--- config.mk ---
export PLATFORM = sky130hd
export DESIGN_NAME = fetch_sequencer
export DESIGN_NICKNAME = d
export VERILOG_FILES = /design/src/rtl/fetch_sequencer.sv
export SDC_FILE = /design/constraint.sdc
export NUM_CORES = 1
export LEC_CHECK = 0
export CORE_MARGIN = 2
export CORE_UTILIZATION = 45
export CTS_CLUSTER_SIZE = 12
export DETAILED_ROUTE_END_ITERATION = 16
export DONT_BUFFER_PORTS = 1
export GPL_TIMING_DRIVEN = 0
export REMOVE_ABC_BUFFERS = 1
export SYNTH_ARGS = -nofsm -noshare
export SYNTH_HDL_FRONTEND = slang
export SYNTH_SLANG_ARGS = --single-unit
--- constraint.sdc ---
create_clock -name clk -period 1.95 [get_ports clk]
set_input_delay 0.195 -clock clk [delete_from_list [all_inputs] [get_ports clk]]
set_output_delay 0.195 -clock clk [all_outputs]
set_load 0.05 [all_outputs]
--- src/rtl/fetch_sequencer.sv ---
// Operand fetch sequencer: presets the fetch unit, reads each operand pair through a
// req/ack memory port and presents it to the execution stage over valid/ready.
module fetch_sequencer #(
    parameter int addrsize = 5,
    parameter int datasize = 8,
    parameter int cntsize  = 4
) (
    input  logic                clk,
    input  logic                preset_n,
    input  logic                start,
    input  logic [cntsize-1:0]  num_pairs,
    input  logic                chain,
    input  logic                abort,
    output logic                fu_preset,
    output logic [2:0]          fu_ctrl,
    input  logic                fu_ready,
    input  logic [addrsize-1:0] fu_addr0,
    input  logic [addrsize-1:0] fu_addr1,
    output logic                mem_req,
    output logic [addrsize-1:0] mem_addr,
    input  logic                mem_ack,
    input  logic [datasize-1:0] mem_rdata,
    output logic                op_valid,
    input  logic                op_ready,
    output logic [datasize-1:0] op0,
    output logic [datasize-1:0] op1,
    output logic                busy,
    output logic                done,
    output logic                aborted
);

    typedef enum logic [2:0] {IDLE, PRE, WAIT, RD0, RD1, PRES, ADV, DONE} state_t;

    state_t             state;
    state_t             nxt;
    logic [cntsize-1:0] remaining;
    logic               chain_q;
    logic               abort_pend;
    logic               stop;
    logic               ab_exit;

    assign stop = abort | abort_pend;

    always_comb begin
        nxt     = state;
        ab_exit = 1'b0;
        case (state)
            IDLE: if (start) nxt = (num_pairs == '0) ? DONE : PRE;
            PRE:  nxt = WAIT;
            WAIT: begin
                // A wrapped pointer (fu_ready low) parks here until abort or reset.
                if (stop) begin
                    nxt     = DONE;
                    ab_exit = 1'b1;
                end else if (fu_ready) begin
                    nxt = RD0;
                end
            end
            RD0: if (mem_ack) begin
                nxt     = stop ? DONE : RD1;
                ab_exit = stop;
            end
            RD1: if (mem_ack) begin
                nxt     = stop ? DONE : PRES;
                ab_exit = stop;
            end
            PRES: begin
                if (stop) begin
                    nxt     = DONE;
                    ab_exit = 1'b1;
                end else if (op_ready) begin
                    nxt = (remaining == '0) ? DONE : ADV;
                end
            end
            ADV:     nxt = WAIT;
            DONE:    nxt = IDLE;
            default: nxt = IDLE;
        endcase
    end

    // Outputs are registered from the next state so they always match the current state.
    always_ff @(posedge clk or negedge preset_n) begin
        if (!preset_n) begin
            state      <= IDLE;
            fu_preset  <= 1'b0;
            fu_ctrl    <= 3'b000;
            mem_req    <= 1'b0;
            mem_addr   <= '0;
            op_valid   <= 1'b0;
            op0        <= '0;
            op1        <= '0;
            busy       <= 1'b0;
            done       <= 1'b0;
            aborted    <= 1'b0;
            remaining  <= '0;
            chain_q    <= 1'b0;
            abort_pend <= 1'b0;
        end else begin
            state     <= nxt;
            fu_preset <= (nxt == PRE);
            fu_ctrl   <= (nxt == ADV) ? (chain_q ? 3'b100 : 3'b111) : 3'b000;
            mem_req   <= (nxt == RD0) || (nxt == RD1);
            op_valid  <= (nxt == PRES);
            busy      <= (nxt != IDLE);
            done      <= (nxt == DONE);
            aborted   <= ab_exit;

            if (state == IDLE && start) begin
                remaining <= num_pairs;
                chain_q   <= chain;
            end

            if (state == WAIT && nxt == RD0) mem_addr <= fu_addr0;
            if (state == RD0 && nxt == RD1)  mem_addr <= fu_addr1;

            if (state == RD0 && mem_ack) op0 <= mem_rdata;
            if (state == RD1 && mem_ack) begin
                op1       <= mem_rdata;
                remaining <= remaining - 1'b1;
            end

            // Abort in PRE/ADV takes effect one cycle later; in a read it waits for the ack.
            if (state == DONE || state == IDLE)
                abort_pend <= 1'b0;
            else if (abort && (state == PRE || state == ADV || state == RD0 || state == RD1))
                abort_pend <= 1'b1;
        end
    end

endmodule
==> flow_summary.yaml, run 1 <==
route:
  drt-initial-drc-count: 62
  overall_via_count_from_detail_route: 1153
  drt_pre_antenna_iters: 4
  met2_routed_wirelength_mm: 1.76
  wl_met1_mm: 1.25
  postRouteAntennaNets: 0
  routed_via_density: 5.65
  drc: 0
  detail_route.wl_per_cell_um: 16.2
  route.met3.wl_um: 233
  highest_layer: "met4"
  detail_route.wirelength_mm: 3.30
logic_synthesis:
  netlist_top_cells_area: "sky130_fd_sc_hd__dfrtp_1 (53%), sky130_fd_sc_hd__mux2_2 (11%), sky130_fd_sc_hd__a21oi_1 (3.4%)"
  yosysSeqAreaShare: 0.533
  asyncSetResetFlopFracSynth: 1.00
  ys_types: 43
  synth_area_per_cell_um2: 11.6
  synth-warning-count: 0
  synth_cells: 154
  synth_area_mm2: 0.00178
  yosys.area.top_type: "sky130_fd_sc_hd__dfrtp_1"
  synth_enable_flop_cells: 0
  yosys.area.top_type_share: 0.533
  postSynthRegisterBits: 38
  most_used_flip_flop_cell_after_synthesis: "sky130_fd_sc_hd__dfrtp_1"
worst_setup_path:
  cp_slowest_stage_delay_ns: 0.66
  cp_top_delay_family: "simple AND/OR/NAND/NOR gates"
  critical_path_arrival_ns: 2.04
  number_of_buffer_and_inverter_stages_on_the_critical_path: 0
  critical_path_peak_fanout: 12
  worstSetupPathType: "reg2reg"
  timing.critical_path.to_type: "flop"
  startpoint_type: "flop"
  crit_required_ns: 2.13
  worstPathCellList: "or4b_4, nor3_4, nor2_1, and3_1"
  cell_type_of_the_slowest_stage_on_the_worst_timing_path: "sky130_fd_sc_hd__or4b_4"
placement:
  placed_standard_cell_area_mm2: 0.00180
  place_congestion: 0.756
  place.port_buffers: 0
  dp_cells: 192
  detailedPlacementHpwl_mm: 2.38
layout:
  layout.cells.most_common: "sky130_fd_sc_hd__dfrtp_1"
  num-fill-cells: 349
  design_area_mm2: 0.00197
  finish.utilization: 0.526
  antenna_cells: 0
  final-seq-area_um2: 953
  layout.cells.most_common_list: "sky130_fd_sc_hd__dfrtp_1 (36), sky130_fd_sc_hd__mux2_2 (18), sky130_fd_sc_hd__nor2_1 (12), sky130_fd_sc_hd__a21oi_1 (12)"
  nets: 186
  total_area_of_multi_input_combinational_cells_um2: 777
  area_delta_synth_final_pct: 10.4
  instances_no_fill: 204
  layout_cell_share_with_drive_strength_beyond_1: 0.276
global_routing:
  grt_pass1_vias: 1139
  grtUsageTotal: 0.158
  antenna_found_initial: 0
  grt_first_pass_wirelength_mm: 5.22
  grt_max_degree: 39
  grt_overflow_total: 0
floorplan:
  die_w_um: 67.0
  start_util: 0.477
  fp.dieArea_mm2: 0.00448
  rows: 22
  ios: 60
  design.core.area_mm2: 0.00374
  die_y_um: 67.0
sta:
  post-route-period-util: 0.953
  report.final.slew_viol_count: 0
  timing.clock.skew_ns: 0.00604
  hold_viol: 0
  slew-limit-headroom: 0.416
  achievable_clock_frequency_mhz: 538
  setup_viol: 0
  clock_period_minus_worst_slack_ns: 1.86
  rsz0062_at_grt: "false"
  worst_pin_slew_ns: 0.877
clocking:
  total_number_of_h_tree_levels: 2
  cts_root_buffer: "sky130_fd_sc_hd__clkbuf_8"
  clock_latency_ns: 0.28
  cts.clk_slew.worst_paths_ns: 0.08
  cts_tree: "yes"
  tritoncts.num_buffers: 5
  clock_path_buffers: 2
  clock_sinks: 38
run_status:
  status: "finished clean"
worst_hold_path:
  hold_path_class: "in2reg"
run:
  max-cap-violations: 0
## sequential cells by signal, summed over array words and instances (netlist names), 2 cells and up
name	cells
fu_ctrl	2
mem_addr	5
state	3
remaining	4
op0	8
op1	8
## cell usage after synthesis (2+ instances only)
cell type                   n
sky130_fd_sc_hd__buf_4      4
sky130_fd_sc_hd__nand2_1    4
sky130_fd_sc_hd__nand3_1    2
sky130_fd_sc_hd__buf_2      6
sky130_fd_sc_hd__o21ai_0    5
sky130_fd_sc_hd__nor3_1     3
sky130_fd_sc_hd__nor2b_1    2
sky130_fd_sc_hd__nand2b_1   3
sky130_fd_sc_hd__dfrtp_1   38
sky130_fd_sc_hd__mux2_2    18
sky130_fd_sc_hd__nor2_1    12
sky130_fd_sc_hd__inv_1      6
sky130_fd_sc_hd__nor4_1     2
sky130_fd_sc_hd__or3_1      4
sky130_fd_sc_hd__a311oi_1   2
sky130_fd_sc_hd__mux2i_1    5
sky130_fd_sc_hd__a21oi_1   12
## per-stage QoR
| step | TNS, ns | hold WS, ns | setup slack [ns] |
|---|---|---|---|
| floorplan | -6.52 | -0.101 | -0.661 |
| CTS | 0 | 0.0481 | 0.00197 |
| global route | 0 | 0.0427 | 0.0109 |
| global placement | -15.33 | -0.0998 | -1.43 |
| finish | 0 | 0.0571 | 0.0910 |
| detailed placement | -0.319 | -0.0998 | -0.151 |
## cells by family after synthesis
family / share of synthesized area
adder cells (fa/ha/maj): 0.00701
buffers and inverters: 0.0484
AO/OA/AOI/OAI: 0.112
AND/OR/NAND/NOR: 0.153
multiplexers: 0.142
flip-flops: 0.533
XOR/XNOR: 0.00491
## layer usage
metal,up-vias,global-route usage
li1,543,-
met1,568,0.173
met2,37,0.270
met3,5,0.0625
met4,0,0.0689
met5,-,0
## timing repair
action,4_1_cts,5_1_grt
setup buffers,2,0
hold buffers,2,0
pin swaps,1,0
resized for setup,0,6
endpoints found under the hold margin,38,0
setup endpoints to repair,11,12
## path summary, 6_finish.rpt
path                                      from                    to  slack, ns  cells past startpoint
max                         state[2]$_DFF_PN0_   fu_preset$_DFF_PN0_       0.09                      4
min                                      chain   chain_q$_DFFE_PN0P_       0.06                      1
max reg2reg                 state[2]$_DFF_PN0_   fu_preset$_DFF_PN0_       0.09                      4
min reg2reg                chain_q$_DFFE_PN0P_  fu_ctrl[1]$_DFF_PN0_       0.44                      1
max in group asynchronous             preset_n    state[0]$_DFF_PN0_       1.40                      2
min in group asynchronous             preset_n  fu_ctrl[2]$_DFF_PN0_       0.36                      2
## area by class of cell
| class | instances | share of cell area |
|---|---|---|
| Tap cell | 48 | 0.0305 |
| Timing Repair Buffer | 4 | 0.0292 |
| Clock inverter | 2 | 0.00635 |
| Multi-Input combinational cell | 99 | 0.395 |
| Inverter | 7 | 0.0133 |
| Sequential cell | 38 | 0.484 |
| Clock buffer | 6 | 0.0419 |
## worst reg2reg max path: stages (launching register included)
cell	delay, ns
sky130_fd_sc_hd__dfrtp_1	0.51
sky130_fd_sc_hd__or4b_4	0.66
sky130_fd_sc_hd__nor3_4	0.29
sky130_fd_sc_hd__nor2_1	0.12
sky130_fd_sc_hd__and3_1	0.17
Power of run 1 is left out: the tool's default activity adds up to more than one toggle a clock period on the data nets, which glitch-free logic cannot reach.
==> run 2: changes to the inputs <==
REMOVE_ABC_BUFFERS = not set   (was 1)
==> run 2 against run 1 <==
  * Die area stayed put
  * Count of clock-buffer cells in the layout is 1 higher
  * First-iteration DRC count is 47% lower
  * Fmax is 2.2% higher
  * Register-to-register slack better by 0.04 ns
  * Hold slack worse by 0.0035 ns
  * Global-route usage is 2.2 points higher
  * Clock skew hardly changed
  * Final cell count is 3.9% higher
  * Sequential cell count stayed put
  * Critical path type unchanged
  * Critical endpoint is now op1[4]$_DFFE_PN0P_
==> flow_summary.yaml, run 2 (synthesis gave the netlist of run 1 again) <==
global_routing:
  grt_overflow_total: 0
  grt_max_degree: 39
  grtUsageTotal: 0.180
  grt_pass1_vias: 1216
  antenna_found_initial: 0
  grt_first_pass_wirelength_mm: 5.71
clocking:
  cts_setup_buffers: 0
  cts_tree: "yes"
  tritoncts.num_buffers: 5
  total_number_of_h_tree_levels: 2
  clock_latency_ns: 0.29
  cts.clk_slew.worst_paths_ns: 0.07
  clock_sinks: 38
  cts_root_buffer: "sky130_fd_sc_hd__clkbuf_8"
  clock_path_buffers: 2
layout:
  reg_top3: "op0 (8), op1 (8), mem_addr (5)"
  nets: 194
  antenna_cells: 0
  area_delta_synth_final_pct: 10.5
  finish.utilization: 0.527
  total_area_of_multi_input_combinational_cells_um2: 752
  num-fill-cells: 370
  layout.cells.most_common: "sky130_fd_sc_hd__dfrtp_1"
  layout.cells.most_common_list: "sky130_fd_sc_hd__dfrtp_1 (37), sky130_fd_sc_hd__mux2_2 (18), sky130_fd_sc_hd__nor2_1 (12), sky130_fd_sc_hd__a21oi_1 (12)"
  final-seq-area_um2: 952
  layout_cell_share_with_drive_strength_beyond_1: 0.280
worst_setup_path:
  critical_path_peak_fanout: 10
  crit_required_ns: 2.13
  startpoint_type: "flop"
  critical_path_arrival_ns: 2.00
  timing.critical_path.to_type: "flop"
  worstSetupPathType: "reg2reg"
sta:
  hold_viol: 0
  clock_period_minus_worst_slack_ns: 1.82
  report.final.slew_viol_count: 0
  post-route-period-util: 0.933
  rsz0062_at_grt: "false"
  achievable_clock_frequency_mhz: 550
  slew-limit-headroom: 0.673
  timing.clock.skew_ns: 0.00576
  worst_pin_slew_ns: 0.490
  setup_viol: 0
  setup_tns_final_ns: 0
floorplan:
  start_util: 0.477
  die_w_um: 67.0
  ios: 60
  die_y_um: 67.0
  fp.dieArea_mm2: 0.00448
  rows: 22
  design.core.area_mm2: 0.00374
route:
  postRouteAntennaNets: 0
  overall_via_count_from_detail_route: 1170
  drt_pre_antenna_iters: 4
  detail_route.wirelength_mm: 3.46
  drt-initial-drc-count: 33
  detail_route.wl_per_cell_um: 16.3
  drc: 0
  routed_via_density: 5.52
placement:
  place.port_buffers: 0
  place_congestion: 0.814
  detailedPlacementHpwl_mm: 2.60
run_status:
  status: "finished clean"
worst_hold_path:
  hold_path_class: "in2reg"
logic_synthesis:
  postSynthNetCount: 185
run:
  max-cap-violations: 0
run 2: final timing paths:
path | start | to | slack, ns | cells past startpoint
hold / removal | mem_rdata[6] | op0[6]$_DFFE_PN0P_ | 0.05 | 1
setup / recovery | state[1]$_DFF_PN0_ | op1[4]$_DFFE_PN0P_ | 0.13 | 5
setup reg to reg | state[1]$_DFF_PN0_ | op1[4]$_DFFE_PN0P_ | 0.13 | 5
max in group asynchronous | preset_n | abort_pend$_DFFE_PN0P_ | 1.39 | 2
min in group asynchronous | preset_n | op_valid$_DFF_PN0_ | 0.36 | 2
hold reg to reg | chain_q$_DFFE_PN0P_ | fu_ctrl[1]$_DFF_PN0_ | 0.43 | 1
run 2: final cells by class:
class,count,share of cell area
plain buffers,10,0.0305
clock buffers,7,0.0438
clock inverters,1,0.00254
inverters,7,0.0133
multi-input cells,99,0.381
flip-flops and latches,38,0.483
well taps,48,0.0305
repair buffers,2,0.0152
run 2: repair_timing:
item / in CTS / in global routing
hold buffers: 2 / 0
resized for setup: 0 / 2
endpoints found under the hold margin: 38 / 0
endpoints found under the setup margin: 0 / 3
run 2: per-layer routing:
metal  vias up  wire length (µm)  global-route usage
li1        559                 -                   -
met1       574              1360               0.199
met2        31              1820               0.295
met3         6               223              0.0743
met4         0                65              0.0969
met5         -                 0                   0
run 2: per-stage QoR:
step | worst slack, ns | hold WS, ns | cell area (µm²) | instances
floorplan | 0.312 | -0.101 | 1780 | 154
detailed placement | 0.152 | -0.0997 | 1840 | 202
global placement | 0.151 | -0.0998 | 1840 | 202
CTS | 0.135 | 0.0439 | 1970 | 212
finish | 0.131 | 0.0536 | 1970 | 212
global route | 0.00401 | 0.0367 | 1970 | 212
run 2: critical path: stages (launching register included):
cell                       delay, ns
sky130_fd_sc_hd__dfrtp_1        0.42
sky130_fd_sc_hd__buf_4          0.18
sky130_fd_sc_hd__nor4bb_1       0.26
sky130_fd_sc_hd__buf_2          0.23
sky130_fd_sc_hd__buf_2          0.25
sky130_fd_sc_hd__mux2_2         0.36
Power of run 2 is left out for the same reason.
